$ cat src/rtl/fft_pkg.sv
// fft_pkg: constants and enums shared by the butterfly front-end blocks.
//   OPERAND_W      - operand width in bits (two's complement)
//   NUM_OPS        - operands per butterfly transaction
//   op_idx_t       - operand slot order as loaded from the switch bank
//   loader_state_t - operand_loader control states
package fft_pkg;

    localparam int OPERAND_W = 8;
    localparam int NUM_OPS   = 6;

    typedef enum logic [2:0] {
        OP_AR = 3'd0,
        OP_AI = 3'd1,
        OP_BR = 3'd2,
        OP_BI = 3'd3,
        OP_WR = 3'd4,
        OP_WI = 3'd5
    } op_idx_t;

    typedef enum logic {
        COLLECT = 1'b0,
        FULL    = 1'b1
    } loader_state_t;

endpackage

$ cat src/rtl/operand_loader.sv
// operand_loader: collects the six signed operands of one radix-2 butterfly
// (A, B, W; re/im) from the switch bank, one per debounced load pulse, then
// offers them as one parallel word on a valid/ready handshake.
//
// Ports
//   clk          - clock, rising edge
//   nReset       - synchronous active-low reset
//   sw_data      - switch value captured on load_pulse
//   load_pulse   - 1-clock pulse: store sw_data in slot op_index
//   clear_pulse  - 1-clock pulse: abort entry, zero all operands
//   out_ready    - sink accepts the operand set
//   out_valid    - operand set complete and stable
//   a_re..w_im   - operand registers
//   op_index     - next slot to load (0..5), for the display
//   busy         - entry in progress (some operands loaded, not yet full)
//
// All outputs come straight from flops; no input reaches an output
// combinationally.
module operand_loader
    import fft_pkg::loader_state_t;
    import fft_pkg::COLLECT;
    import fft_pkg::FULL;
    import fft_pkg::OP_WI;
#(
    parameter int W       = fft_pkg::OPERAND_W,
    parameter int NUM_OPS = fft_pkg::NUM_OPS
) (
    input  logic         clk,
    input  logic         nReset,
    input  logic [W-1:0] sw_data,
    input  logic         load_pulse,
    input  logic         clear_pulse,
    input  logic         out_ready,
    output logic         out_valid,
    output logic [W-1:0] a_re,
    output logic [W-1:0] a_im,
    output logic [W-1:0] b_re,
    output logic [W-1:0] b_im,
    output logic [W-1:0] w_re,
    output logic [W-1:0] w_im,
    output logic [2:0]   op_index,
    output logic         busy
);

    loader_state_t state_q, state_d;
    logic [2:0]    op_index_q, op_index_d;
    logic          busy_q, busy_d;
    logic [W-1:0]  ops_q [NUM_OPS];
    logic [W-1:0]  ops_d [NUM_OPS];

    always_comb begin
        state_d    = state_q;
        op_index_d = op_index_q;
        for (int i = 0; i < NUM_OPS; i++) ops_d[i] = ops_q[i];

        case (state_q)
            COLLECT: begin
                if (clear_pulse) begin
                    // Clear beats a simultaneous load.
                    for (int i = 0; i < NUM_OPS; i++) ops_d[i] = '0;
                    op_index_d = '0;
                end else if (op_index_q > 3'(OP_WI)) begin
                    // 6/7 are unreachable; recover without storing anything.
                    op_index_d = '0;
                end else if (load_pulse) begin
                    for (int i = 0; i < NUM_OPS; i++)
                        if (op_index_q == 3'(i)) ops_d[i] = sw_data;
                    if (op_index_q == 3'(OP_WI)) begin
                        op_index_d = '0;
                        state_d    = FULL;
                    end else begin
                        op_index_d = op_index_q + 3'd1;
                    end
                end
            end
            FULL: begin
                // Loads are ignored while the set is on offer. A clear in the
                // same cycle as ready still lets the transfer stand: the sink
                // has already sampled the operands.
                op_index_d = '0;
                if (clear_pulse) begin
                    for (int i = 0; i < NUM_OPS; i++) ops_d[i] = '0;
                    state_d = COLLECT;
                end else if (out_ready) begin
                    state_d = COLLECT;
                end
            end
            default: begin
                state_d    = COLLECT;
                op_index_d = '0;
            end
        endcase

        busy_d = (state_d == COLLECT) && (op_index_d != 3'd0);
    end

    always_ff @(posedge clk) begin
        if (!nReset) begin
            state_q    <= COLLECT;
            op_index_q <= '0;
            busy_q     <= 1'b0;
            for (int i = 0; i < NUM_OPS; i++) ops_q[i] <= '0;
        end else begin
            state_q    <= state_d;
            op_index_q <= op_index_d;
            busy_q     <= busy_d;
            for (int i = 0; i < NUM_OPS; i++) ops_q[i] <= ops_d[i];
        end
    end

    assign out_valid = (state_q == FULL);
    assign op_index  = op_index_q;
    assign busy      = busy_q;
    assign a_re      = ops_q[0];
    assign a_im      = ops_q[1];
    assign b_re      = ops_q[2];
    assign b_im      = ops_q[3];
    assign w_re      = ops_q[4];
    assign w_im      = ops_q[5];

endmodule

$ cat config.mk
export PLATFORM = sky130hd
export DESIGN_NAME = operand_loader
export DESIGN_NICKNAME = d
export VERILOG_FILES = /design/src/rtl/fft_pkg.sv /design/src/rtl/operand_loader.sv
export SDC_FILE = /design/constraint.sdc
export NUM_CORES = 1
export LEC_CHECK = 0
export CAP_MARGIN = 20
export CORE_AREA = 2 2 86 67
export DETAILED_ROUTE_END_ITERATION = 16
export DIE_AREA = 0 0 88 69
export PLACE_DENSITY = 0.78
export SLEW_MARGIN = 10
export SYNTH_ARGS = -nofsm -noshare
export SYNTH_HDL_FRONTEND = slang
export SYNTH_SLANG_ARGS = --single-unit
$ cat constraint.sdc
create_clock -name clk -period 1.2 [get_ports clk]
set_input_delay 0.12 -clock clk [delete_from_list [all_inputs] [get_ports clk]]
set_output_delay 0.12 -clock clk [all_outputs]
set_load 0.05 [all_outputs]
; Word-level counts from Yosys, hierarchy flattened
; Memories as Yosys holds them, arrays and structs flattened.
; Cells that the tools add are included.
[totals]
word_cells = 53
memories = 1
mem_bits_rw = 48
reg_bits = 5
[op_classes]
order_cmp = 1
add_sub_neg = 1
n_mux = 31
n_eq_ne = 5
reduce_logical = 3
n_bitwise = 8
[memory_table]
columns = name, depth, word_bits, read_ports, rd_clocked_by_memory_dff, wr, line_no
row1 = ops_q, 6, 8, 6, 0, 6, operand_loader.sv:48  ; logic [W-1:0] ops_q [NUM_OPS];
[ops]
columns = cell, count
row1 = $mux W48, 4
row2 = $mux W8, 12
row3 = $pmux W48 S2, 1
row4 = $mux W3, 4
row5 = $mux W1, 8
row6 = $eq A3 B2 Y1 const B, 2
row7 = $eq A3 B3 Y1 const B, 2
row8 = $or A1 B1 Y1, 6
row9 = $pmux W3 S2, 1
row10 = $add A3 B1 Y3 const B, 1
row11 = $eq A3 B1 Y1 const B, 1
row12 = $gt A3 B3 Y1 const B, 1
row13 = $logic_not A3 Y1, 1
row14 = $reduce_bool A3 Y1, 1
row15 = $not A1 Y1, 2
row16 = $pmux W1 S2, 1
row17 = $logic_and A1 B1 Y1, 1

; Longest topological paths before layout
[depth]
ltp_word = 8
depth_mapped = 6
depth_no_buf = 5

; Worst setup path before layout
; No wires, ideal clock.
[synth_timing]
path_kind = register to register
start = register op_index_q[2] (netlist: op_index[2])
end = memory ops_q[3][0] (netlist name)
arrival_time_ps = 1634
synth_period_minus_slack_ps = 1706
path_stages_with_launch = 7
required_ps = 1128
setup_slack_ps = -506
cell_sequence = dfxtp_1 > clkbuf_2 > inv_1 > ha_1 > nand4b_1 > buf_2 > mux2i_1
[synth_rtl]
columns = element, line_no
row1 = "start, declared", operand_loader.sv:46  ; logic [2:0] op_index_q, op_index_d;
row2 = "start signal, assigned", operand_loader.sv:105  ; op_index_q <= op_index_d;
row3 = "end, declared", operand_loader.sv:48

==> results_dict.tcl <==
set metrics [dict create \
    dr.pass1.iters 4 \
    critPathLaunch "op_index[1]" \
    worstPathArrival_ps 1470 \
    n_antenna_cell 0 \
    path_class "flip-flop to flip-flop" \
    postSynthCellCount 214 \
    drc 0 \
    hp-class "input pin to flip-flop" \
    cts_sinks 53 \
    synthFlopType "dfxtp_1" \
    vias_per_cell 5.12 \
    core_region_area_um2 5210 \
    rsz0062_at_grt "yes" \
    seqCellArea_um2 1080 \
    final_common_cell "buf_12" \
    final_cell_mix "buf_12 (54), dfxtp_1 (49), nand2_1 (43)" \
    period_minus_slack_ps 1220 \
    antenna_found_initial 0 \
    pre_cts_slack_ps -285 \
    timing.final.ws_setup_ps -15.1 \
    post-dp-hpwl_um 4470 \
    drv_slew 0 \
    final-setup-viol-count 7 \
    final_nets 311 \
    clk_latency_ps 320 \
    design_area_um2 3730 \
    crit_chain "and2_4 > ha_4 > nand4b_1 > buf_6 > mux2i_1" \
    status "complete, but fails checks" \
    drt-total-wl_um 5990 \
    ir_drop_mv 0.546 \
    rrSetupSlack_ps -20 \
    yosysSeqAreaShare_pct 49.4 \
    start_util_pct 41.3 \
    mappedNetlistArea_um2 2150 \
    critical_path.endpoint_type "flip-flop" \
    num_io_pins 66 \
    cpMaxStageDelayCell "dfxtp_4" \
    cp_max_fo 8 \
    placementRows 23 \
    cellLeakagePower_uw 0.00158 \
    tightestPinTransition_ps 333 \
    multi_input_comb_area_um2 1090 \
    clk_pin_slew_ps 90 \
    clk_path_buf_depth 2 \
    numCtsBuffers 5 \
    pwr_density_cell_nw_per_um2 847 \
    synth_edf_count 0 \
    fp.dieArea_um2 6070 \
    wl_per_cell_um 16.1 \
    period_share_pct 101 \
    slew_headroom_pct 77.8 \
    drive_above_1_share_pct 37.9 \
    grt_first_pass_wirelength_um 9820 \
    port_buffers 65 \
    synth.distinct_cells 31 \
    ctsHtreeMaxLevel 2 \
    start_kind "flip-flop" \
    critical_path_required_ps 1450 \
    timing.rr.start "op_index[1]" \
    min-delay-start "sw_data[6]" \
    synthArstFlopShare_pct 0 \
    cap_violations 0 \
    nFillCells 333 \
    fp.dieH_um 69 \
    grt_max_degree 19 \
    failed_checks "negative setup slack" \
    root_buffer "clkbuf_8" \
    grt_usage_pct 21.4 \
    die_w_um 88 \
    gp_congestion 0.800 \
    overflow 0 \
    cts_tree "yes" \
    yosys_warnings 0 \
    synth_nets 228 \
    drt_iter0_drc 63 \
    syn-mean-instance-area_um2 10.0 \
    finalPower_uw 3160 \
    postRouteAntennaNets 0 \
    cts_hold_buf 0 \
    skew_ps 8.87 \
    area_growth_pct 73.7 \
    timing.fmax_ghz 0.823 \
    vias 1909 \
    synth-seq-cells 53 \
    hold_violations 0 \
    cpPeakStageDelay_ps 370 \
    grt_pass1_vias 1941 \
    placed_cell_area_um2 3580 \
]
==> timing repair <==
item | in CTS | in global routing
cloned | 0 | 1
setup endpoints to repair | 12 | 42
resized for setup | 2 | 13
setup buffers | 3 | 2
pin swaps | 0 | 4
==> worst paths after layout <==
| kind | cells after the start | to |
|---|---|---|
| setup / recovery | 5 | ops_q[3][6] |
| hold / removal | 3 | ops_q[5][6] |
| setup reg to reg | 5 | ops_q[3][6] |
| hold reg to reg | 1 | op_index[0] |
==> critical path: cells and delay by family (launching register included) <==
kind / cells / cell delay, ps
adder cells (fa/ha/maj): 1 / 150
buffers and inverters: 1 / 170
flip-flops: 1 / 370
multiplexers: 1 / 190
AND/OR/NAND/NOR: 2 / 270
==> state kept, by name (all words and copies together) (netlist names) <==
name	flops
busy	1
out_valid	1
op_index	3
ops_q	48
==> routing by layer <==
layer  global-route usage (%)  wire [um]  up-vias  part of all wire (%)
met4                     8.21        148        0                   2.5
li1                         -          -      900                     -
met5                        0          0        -                     0
met2                     33.7       2870       69                    48
met1                     27.8       2600      924                    43
met3                     5.63        373       16                   6.2
==> cell type report <==
cell class,instances,share of cell area [%]
well taps,75,2.51
clock inverters,2,0.369
flip-flops and latches,53,28.8
multi-input cells,147,29.1
repair buffers,89,37.2
inverters,1,0.101
clock buffers,6,1.94
==> metrics by stage <==
step	cells	setup TNS [ps]	utilization, %	hold slack [ps]
after floorplan	214	-3730	-	265
after global placement	359	-9960	68.7	478
after detailed placement	359	-11740	68.7	491
after CTS	370	-93.2	70.8	425
after global routing	373	-914	71.7	445
final	373	-54.8	71.7	433
==> cells by family (layout without fill, tap and decap cells) <==
| logic type | Yosys count | count (layout) | share of synthesized area, % |
|---|---|---|---|
| DFF | 53 | 53 | 49.4 |
| and+or+nand+nor | 82 | 83 | 20.7 |
| buffers and inverters | 15 | 98 | 4.89 |
| muxes | 40 | 40 | 18.6 |
| adders and majority gates | 1 | 1 | 0.582 |
| xor gates and xnor gates | 2 | 2 | 0.815 |
| AOI/OAI and AO/OA | 21 | 21 | 5.06 |
==> cells in the mapped netlist, types with 3 or more instances <==
cell	number	area share (%)
a21oi_1	11	2.6
buf_2	3	0.70
clkbuf_1	3	0.52
dfxtp_1	53	49
mux2i_1	40	19
nand2_1	43	7.5
nand2_4	3	1.6
nand3_1	8	1.9
nand3b_1	9	3.1
nor2_1	3	0.52
o21ai_0	9	2.1
==> power by group <==
| part | internal (uW) | switching, uW |
|---|---|---|
| Sequential | 1770 | 19.0 |
| Combinational | 171 | 198 |
| Clock | 417 | 591 |
| Total | 2350 | 808 |
(Power assumes the default switching activity.)
